File: src/rtl/uart_cmd_decoder.sv
// Turns received UART keystrokes into minesweeper cursor moves and queues
// OPEN / FLAG / NEWGAME commands for the game engine.
module uart_cmd_decoder #(
    parameter int ROWS  = 8,
    parameter int COLS  = 8,
    parameter int ROW_W = 3,
    parameter int COL_W = 3,
    parameter int DEPTH = 4
) (
    input  logic             clock,
    input  logic             reset,
    input  logic [7:0]       rxdata,
    input  logic             rxfinish,
    output logic [ROW_W-1:0] cur_row,
    output logic [COL_W-1:0] cur_col,
    output logic             cmd_valid,
    output logic [1:0]       cmd_op,
    output logic [ROW_W-1:0] cmd_row,
    output logic [COL_W-1:0] cmd_col,
    input  logic             cmd_ready,
    output logic             overflow,
    output logic             badbyte
);

    localparam int PTR_W = $clog2(DEPTH);
    localparam int CNT_W = $clog2(DEPTH) + 1;

    localparam logic [1:0]       OP_OPEN    = 2'd0;
    localparam logic [1:0]       OP_FLAG    = 2'd1;
    localparam logic [1:0]       OP_NEWGAME = 2'd2;
    localparam logic [ROW_W-1:0] ROW_MAX    = ROW_W'(ROWS - 1);
    localparam logic [COL_W-1:0] COL_MAX    = COL_W'(COLS - 1);
    localparam logic [CNT_W-1:0] CNT_FULL   = CNT_W'(DEPTH);

    typedef enum logic [3:0] {
        ACT_NONE, ACT_UP, ACT_DOWN, ACT_LEFT, ACT_RIGHT,
        ACT_OPEN, ACT_FLAG, ACT_NEW, ACT_BAD
    } act_t;

    logic             rxfinish_q;
    logic             new_byte;
    act_t             act;
    logic             push;
    logic             push_ok;
    logic             pop;
    logic [1:0]       push_op;
    logic [ROW_W-1:0] push_row;
    logic [COL_W-1:0] push_col;

    logic [1:0]       mem_op  [DEPTH];
    logic [ROW_W-1:0] mem_row [DEPTH];
    logic [COL_W-1:0] mem_col [DEPTH];
    logic [PTR_W-1:0] wr_ptr;
    logic [PTR_W-1:0] rd_ptr;
    logic [CNT_W-1:0] count;

    // History resets high so a level already present at reset release is not a new byte.
    always_ff @(posedge clock) begin
        if (reset) rxfinish_q <= 1'b1;
        else       rxfinish_q <= rxfinish;
    end

    assign new_byte = rxfinish & ~rxfinish_q;

    always_comb begin
        act = ACT_NONE;
        if (new_byte) begin
            case (rxdata)
                8'h77, 8'h57:        act = ACT_UP;
                8'h73, 8'h53:        act = ACT_DOWN;
                8'h61, 8'h41:        act = ACT_LEFT;
                8'h64, 8'h44:        act = ACT_RIGHT;
                8'h20, 8'h6F, 8'h4F: act = ACT_OPEN;
                8'h66, 8'h46:        act = ACT_FLAG;
                8'h72, 8'h52:        act = ACT_NEW;
                default:             act = ACT_BAD;
            endcase
        end
    end

    always_comb begin
        push    = 1'b0;
        push_op = OP_OPEN;
        case (act)
            ACT_OPEN: begin push = 1'b1; push_op = OP_OPEN;    end
            ACT_FLAG: begin push = 1'b1; push_op = OP_FLAG;    end
            ACT_NEW:  begin push = 1'b1; push_op = OP_NEWGAME; end
            default:  ;
        endcase
    end

    assign push_row = (act == ACT_NEW) ? '0 : cur_row;
    assign push_col = (act == ACT_NEW) ? '0 : cur_col;
    assign pop      = cmd_valid & cmd_ready;
    // A full FIFO still takes a push when the head leaves on the same edge.
    assign push_ok  = push & ((count < CNT_FULL) | pop);

    always_ff @(posedge clock) begin
        if (reset) begin
            cur_row <= '0;
            cur_col <= '0;
        end else begin
            case (act)
                ACT_UP:    if (cur_row != '0)     cur_row <= cur_row - 1'b1;
                ACT_DOWN:  if (cur_row < ROW_MAX) cur_row <= cur_row + 1'b1;
                ACT_LEFT:  if (cur_col != '0)     cur_col <= cur_col - 1'b1;
                ACT_RIGHT: if (cur_col < COL_MAX) cur_col <= cur_col + 1'b1;
                ACT_NEW: begin
                    cur_row <= '0;
                    cur_col <= '0;
                end
                default: ;
            endcase
        end
    end

    always_ff @(posedge clock) begin
        if (reset) begin
            badbyte  <= 1'b0;
            overflow <= 1'b0;
        end else begin
            badbyte  <= (act == ACT_BAD);
            overflow <= overflow | (push & ~push_ok);
        end
    end

    // Storage needs no reset; visibility is governed by count.
    always_ff @(posedge clock) begin
        if (push_ok) begin
            mem_op[wr_ptr]  <= push_op;
            mem_row[wr_ptr] <= push_row;
            mem_col[wr_ptr] <= push_col;
        end
    end

    always_ff @(posedge clock) begin
        if (reset) begin
            wr_ptr <= '0;
            rd_ptr <= '0;
            count  <= '0;
        end else begin
            if (push_ok) wr_ptr <= wr_ptr + 1'b1;
            if (pop)     rd_ptr <= rd_ptr + 1'b1;
            case ({push_ok, pop})
                2'b10:   count <= count + 1'b1;
                2'b01:   count <= count - 1'b1;
                default: ;
            endcase
        end
    end

    assign cmd_valid = (count != '0);
    assign cmd_op    = cmd_valid ? mem_op[rd_ptr]  : '0;
    assign cmd_row   = cmd_valid ? mem_row[rd_ptr] : '0;
    assign cmd_col   = cmd_valid ? mem_col[rd_ptr] : '0;

endmodule

File: config.mk
export PLATFORM = sky130hd
export DESIGN_NAME = uart_cmd_decoder
export DESIGN_NICKNAME = d
export VERILOG_FILES = /design/src/rtl/uart_cmd_decoder.sv
export SDC_FILE = /design/constraint.sdc
export NUM_CORES = 1
export LEC_CHECK = 0
export CORE_AREA = 2 2 77 79
export DETAILED_ROUTE_END_ITERATION = 10
export DIE_AREA = 0 0 79 81
export GPL_ROUTABILITY_DRIVEN = 1
export PLACE_DENSITY = 0.8
export SYNTH_ARGS = -nofsm -noshare
export SYNTH_HDL_FRONTEND = slang
export SYNTH_SLANG_ARGS = --single-unit
File: constraint.sdc
create_clock -name clock -period 4.6 [get_ports clock]
set_clock_uncertainty 0.2 [all_clocks]
set_input_delay 0.92 -clock clock [delete_from_list [all_inputs] [get_ports clock]]
set_output_delay 0.92 -clock clock [all_outputs]
set_load 0.02 [all_outputs]
### Word-level counts from Yosys, hierarchy flattened

Memory sizes are Yosys's and may differ from the RTL's. A register that Yosys moved wholly into a read port is not among the register bits.
Cells that the tools add are included.
Widths: inputs -> output; s select.

* flip-flop bits (word level): 16
* memory bits (writable): 32
* output and inout port bits: 17
* memories kept: 3

Memory list
* mem_col: words 4, bits a word 3, rd ports 1, clocked after memory_dff 1, write ports 1, RTL line 52 `logic [COL_W-1:0] mem_col [DEPTH];`
* mem_row: words 4, bits a word 3, rd ports 1, clocked after memory_dff 1, write ports 1, RTL line 51 `logic [ROW_W-1:0] mem_row [DEPTH];`
* mem_op: words 4, bits a word 2, rd ports 1, clocked after memory_dff 1, write ports 1, RTL line 50 `logic [1:0] mem_op [DEPTH];`

* $add $sub $neg: 8
* $lt $le $gt $ge: 3
* eq/ne operators: 29
* muxes and demuxes: 24
* bitwise operators: 8
* reductions and logical operators: 16

Operators with widths (count)
* $eq 8x7->1 const B: 14
* $pmux 4 s7: 1
* $mux 3: 8
* $pmux 3 s3: 2
* $eq 4x3->1 const B: 4
* $reduce_bool 3->1: 5
* $mux 2: 7
* $reduce_or 2->1: 6
* $add 3x1->3 const B: 3
* $lt 3x3->1 const B: 3
* $sub 3x1->3 const B: 3
* $eq 4x2->1 const B: 2
* $eq 8x6->1 const B: 1
* $ne 2x2->1 const B: 4
* $pmux 3 s2: 1
* $reduce_and 3->1: 2
* $reduce_or 3->1: 2
* $add 2x1->2 const B: 2
* $and 1x1->1: 4
* $eq 4x1->1 const B: 1
* $eq 4x4->1 const B: 1
* $mux 4: 1
* $pmux 2 s2: 1
* $mux 1: 3
* other kinds (5): 7

### Longest topological paths before layout

* word-level depth: 11
* mapped depth: 14

### Least setup slack after synthesis

Ideal clock, no wire load.

* kind: input port to flip-flop
* from: input rxdata[1]
* to: register count[2]
* library setup time: 0.070 ns
* data arrival time: 3.240 ns
* data required time: 4.330 ns
* path slack: 1.090 ns
* stages: 13
* cells stage by stage: buf_2 -> and3b_1 -> buf_2 -> o31a_1 -> o211ai_1 -> nor2b_2 -> inv_2 -> ha_1 -> inv_1 -> fa_1 -> xor2_1 -> or3_1 -> a21oi_1

* word-level cells in the longest chain between the ends: 10
* elaborated cells on any way between the ends: 34

Ends and longest elaborated chain
* start, declared: RTL line 12 `input logic [7:0] rxdata,`
* $eq 8x6->1 or $eq 8x7->1 (tied branches): RTL line 68 `case (rxdata)`
* $reduce_or 3->1 or $reduce_or 2->1 (tied branches): RTL line 68
* $pmux 4 s7 (*): RTL line 68
* $mux 4 (*): RTL line 67 `if (new_byte) begin`
* $eq 4x3->1: RTL line 84 `case (act)`
* $reduce_or 3->1 (no source line) (*)
* $mux 1 (*): RTL line 84
* $and 1x1->1 (*): RTL line 96 `assign push_ok = push & ((count < CNT_FULL) | pop);`
* $eq 2x1->1 or $eq 2x2->1 (tied branches): RTL line 144 `case ({push_ok, pop})`
* $pmux 3 s2 or $reduce_bool 2->1 (tied branches)
* end signal, assigned: RTL line 145 `2'b10: count <= count + 1'b1;`
* end signal, assigned: RTL line 146 `2'b01: count <= count - 1'b1;`
* end, declared: RTL line 55 `logic [CNT_W-1:0] count;`

Every way passes the cells marked *; elsewhere a longest branch is shown, timed or not.
A chain may end at the register's enable or synchronous reset.

### Worst setup path after layout

* from: input rxdata[2]
* to: register count[2]

The elaborated chain is that of the path after synthesis.

==> impl.org <==
** Clock network
- The later pin in the worst-skew pair is clocked with a latency of 0.30 ns.
- CTS Root Cell :: clkbuf_8
- TritonCTS Buffers :: 5
- Counting every sink on the clock net gives 50.
- After clock tree synthesis, the clock-pin slew on the worst setup and hold paths is ~0.090 ns.
- The number of gates resized after CTS was 0.
- Clock tree from TritonCTS :: yes
- Maximum buffer depth of the clock tree :: 2
- H-tree levels :: 2
- Once the clock tree was built, the setup fixing pass inserted 0 buffers.
- Hold bufs inserted after CTS :: 0

** Synth
- Synthesized netlist cell count :: 206
- During synthesis, Yosys emitted a total of 0 warnings.
- Counting flops with a built-in enable in the synthesized netlist gives 32.
- Synth Area in Simple Gates :: 19.63%
- The portion of synthesized area spent on multiplexers is 7.404%.
- Top_reg_cell synth :: edfxtp_1
- Counting flops with an async set or reset pin after synthesis yields a share of 0%.
- By area, the combinational part of the netlist is dominated by simple AND/OR/NAND/NOR gates.
- Share of the synthesized area in compound gates (AO/OA/AOI/OAI) :: 10.23%
- The mapped netlist covers between 2000 and 3000 um^2.
- Synthesis inferred 50 register bits.
- A synthesized cell averages 12.47 um^2.
- The number of nets handed over by synthesis was 226.
- For this run, the register share of the synthesized area comes to 51.44%.
- Summing the areas of all xor and xnor instances in the mapped netlist gives 2.728% of the synthesized area.
- Synthesis instantiated 56 different standard cells from the library.
- After Yosys synthesis, full adders, half adders and majority gates account for 4.774% of the synthesized area.

** Finish
- Area growth, synth to finish :: 16.95%
- Post-route cell area :: 3004 um^2
- Fill cells in the final layout number 525.
- Ratio of cells with drive above 1 in the final layout :: 17.09%
- Once layout is complete, the cells apart from fillers number 309.
- For this run, the post-layout net count is between 200 and 300.
- Antenna cell count :: 0

** Critical path
- Register-to-register setup slack :: 2.20 ns
- Cell Chain, Critical Path :: clkdlybuf4s50_1 -> and3b_1 -> o31a_1 -> o211ai_1 -> nor2b_2 -> inv_2 -> ha_1 -> inv_1 -> fa_1 -> xor2_1 -> or3_1 -> a21oi_1
- The worst register-to-register path has a depth of 8.
- The slowest stage of the critical path belongs to the cell clkdlybuf4s50_1.
- Critical Path Source Type :: primary input
- In this run the worst path has a maximum fanout of 8.
- The startpoint identified for the worst register-to-register timing path is count[0].
- Classification of the worst setup path :: primary input to flip-flop
- Critical register-to-register path endpoint :: count[2]
- STA puts the critical path data required time at around 4.6 ns.
- The worst setup path is captured at a flip-flop.
- In this design, the stage delay of the slowest critical-path cell is between 0.6 and 0.7 ns.
- Data arrives at the worst endpoint at 3.89 ns.

** Power and ir drop
- In this run the static leakage power is 0.9791 nW.
- Internal power contribution :: 0.6126 mW
- Per report_power, the sequential group accounts for 61.1% of the total.
- In this run the power density over the cells is ~260 nW/um^2.
- The clock network accounts for 33.5% of the total power.
- Switching power :: ~0.16 mW
- Across the VDD grid, the largest voltage drop is 0.1298 mV.
- Of the total power, the share spent switching nets is approximately a fifth.
- Part of the power in combinational logic :: 5.4%

** Place
- Dpl hpwl :: 3304 um
- After detailed placement, the total cell area comes to between 2000 and 3000 um^2.
- The congestion estimate from routability-driven global placement came to 0.8609.
- Total placed cells including tap cells :: about 300
- During placement, the flow inserted port buffers numbering 28.

** Timing
- Maximum operating frequency :: 0.2582 GHz
- The worst pin sits at a relative slew slack of 51.24%.
- Setup violations remaining at the end of the flow were counted as 0.
- Min Clock Period, post-route :: 3.874 ns
- Setup repair after global routing left no endpoint under its margin.
- Count of pins over their slew limit :: 0
- Final hold analysis gives a worst-case slack of 0.2529 ns.
- Setup total negative slack on the finished layout was measured at 0 ns.
- Portion of the clock cycle consumed by the worst path in the final layout :: 84.21%
- The number of failing hold endpoints at the final stage was 0.
- At the pin with the least slew margin, the transition time is 0.7291 ns.

** Global route
- Entering global routing, the biggest net connects 20 pins.
- Total routing usage reported by global routing :: 15.49%
- The number of global-route vias before repair came to around 1500.
- The initial antenna violation count was 0.
- First-pass GRT wire length :: 7548 um
- Remaining global-route overflow :: 0

** Run
- Max-cap violations in this run came to 0.

** Route
- Routed length per placed instance :: 14.48 um
- After detailed routing, the number of vias per cell comes to between 5 and 6.
- Drt pass-1 iters :: 4
- Sum of routed wire length over all layers :: 4475 um
- Vias after detailed routing :: 1615
- After detailed routing, the number of remaining DRC violations is 0.
- Remaining antenna violation count after routing :: 0
- Detailed Route Iter0 Violations :: 67

** Floorplanning
- The floorplan has 28 rows.
- Initial core utilization :: 45.26%
- # IOs :: 29
- Die area :: 6399 um^2
- Die Ht :: ~81 um
- Die Wd :: roughly 79 um
- The total area inside the core boundary comes to between 5000 and 6000 um^2.

** Min path
- For hold timing, the worst endpoint is overflow.
- Launch instance of the worst min-delay path :: overflow
- The worst hold path belongs to the class flip-flop to flip-flop.
- The worst hold path passes through 2 cells.

** Run status
- The run finished with clean final reports.
## cell usage in the layout, fill, tap and decap left out, drive strengths merged, types with 5 or more instances in the layout
cell type      instances
mux4                   8
nand3                  6
clkbuf                 6
and2                  15
nand2                  8
nor2                  14
edfxtp                32
clkdlybuf4s50         28
dfxtp                 18
inv                   13
a21oi                  9
ha                     5
o211ai                 5
or3                    8
## cells in the mapped netlist (5+ instances only)
library cell / n / share of area (%)
mux4_2: 8 / 7.0
and2_1: 15 / 3.7
inv_1: 11 / 1.6
edfxtp_1: 32 / 37
dfxtp_1: 18 / 14
a21oi_1: 9 / 1.8
nand2_1: 7 / 1.0
nor2_1: 13 / 1.9
ha_1: 5 / 2.4
or3_1: 8 / 1.9
clkbuf_1: 5 / 0.73
nand3_1: 6 / 1.2
## worst max-delay path by stage
stage / start / to / slack, ns / cells after the start
after floorplan: rxdata[1] / count[2] / 1.09 / 13
after global placement: rxdata[2] / count[2] / 0.52 / 12
after detailed placement: rxdata[1] / count[2] / 0.41 / 12
after CTS: rxdata[1] / count[2] / 0.73 / 12
after global routing: rxdata[0] / count[2] / 0.51 / 13
final: rxdata[2] / count[2] / 0.73 / 12
## power by group through the flow
stage | clock network (mW) | logic [mW] | registers, mW
6_report | 0.259 | 0.0415 | 0.472
5_1_grt | 0.286 | 0.0451 | 0.473
4_1_cts | 0.266 | 0.0415 | 0.472
3_5_place_dp | 0 | 0.0413 | 0.483
3_3_place_gp | 0 | 0.0406 | 0.483
2_1_floorplan | 0 | 0.0254 | 0.483
## cell type report
cell class,count,area [um^2],area share (%)
Clock buffer,6,82.58,2.749
Clock inverter,2,12.51,0.4165
Inverter,13,48.80,1.624
Multi-Input combinational cell,133,1150,38.28
Sequential cell,50,1321,43.98
Tap cell,75,93.84,3.124
Timing Repair Buffer,30,295.3,9.829
## cell families after synthesis
group / count (synthesis)
AO/OA/AOI/OAI: 31
XOR/XNOR: 8
adder cells (fa/ha/maj): 8
buffers and inverters: 23
flip-flops: 50
multiplexers: 9
AND/OR/NAND/NOR: 77
## worst max-delay path, delay by kind of cell
kind	cells	cell delay [ns]
XOR/XNOR	1	0.16
AO/OA/AOI/OAI	3	0.76
adder cells (fa/ha/maj)	2	0.55
buffers and inverters	3	0.79
AND/OR/NAND/NOR	3	0.70
## registers in the layout, summed over array words and instances (netlist names), 2 cells and up, named ones only
signal,cells
mem_op,8
cur_row,3
cur_col,3
count,3
wr_ptr,2
mem_col,12
mem_row,12
rd_ptr,2
## metrics by stage
step	setup WS, ns	power (mW)	util, %
6_report	0.7263	0.7733	52.93
5_1_grt	0.5104	0.8038	52.93
3_3_place_gp	0.5171	0.5234	51.26
2_1_floorplan	1.090	0.5086	-
4_1_cts	0.7267	0.7797	52.93
3_5_place_dp	0.4051	0.5241	51.26
## layer usage
layer,global-route usage (%),share of wire (%),up-vias
li1,-,-,805
met1,20.33,47,763
met2,25.25,47,39
met3,3.333,4.2,8
met4,6.207,1.7,0
met5,0,0,-
No activity file was read; power rests on OpenSTA's default activity.
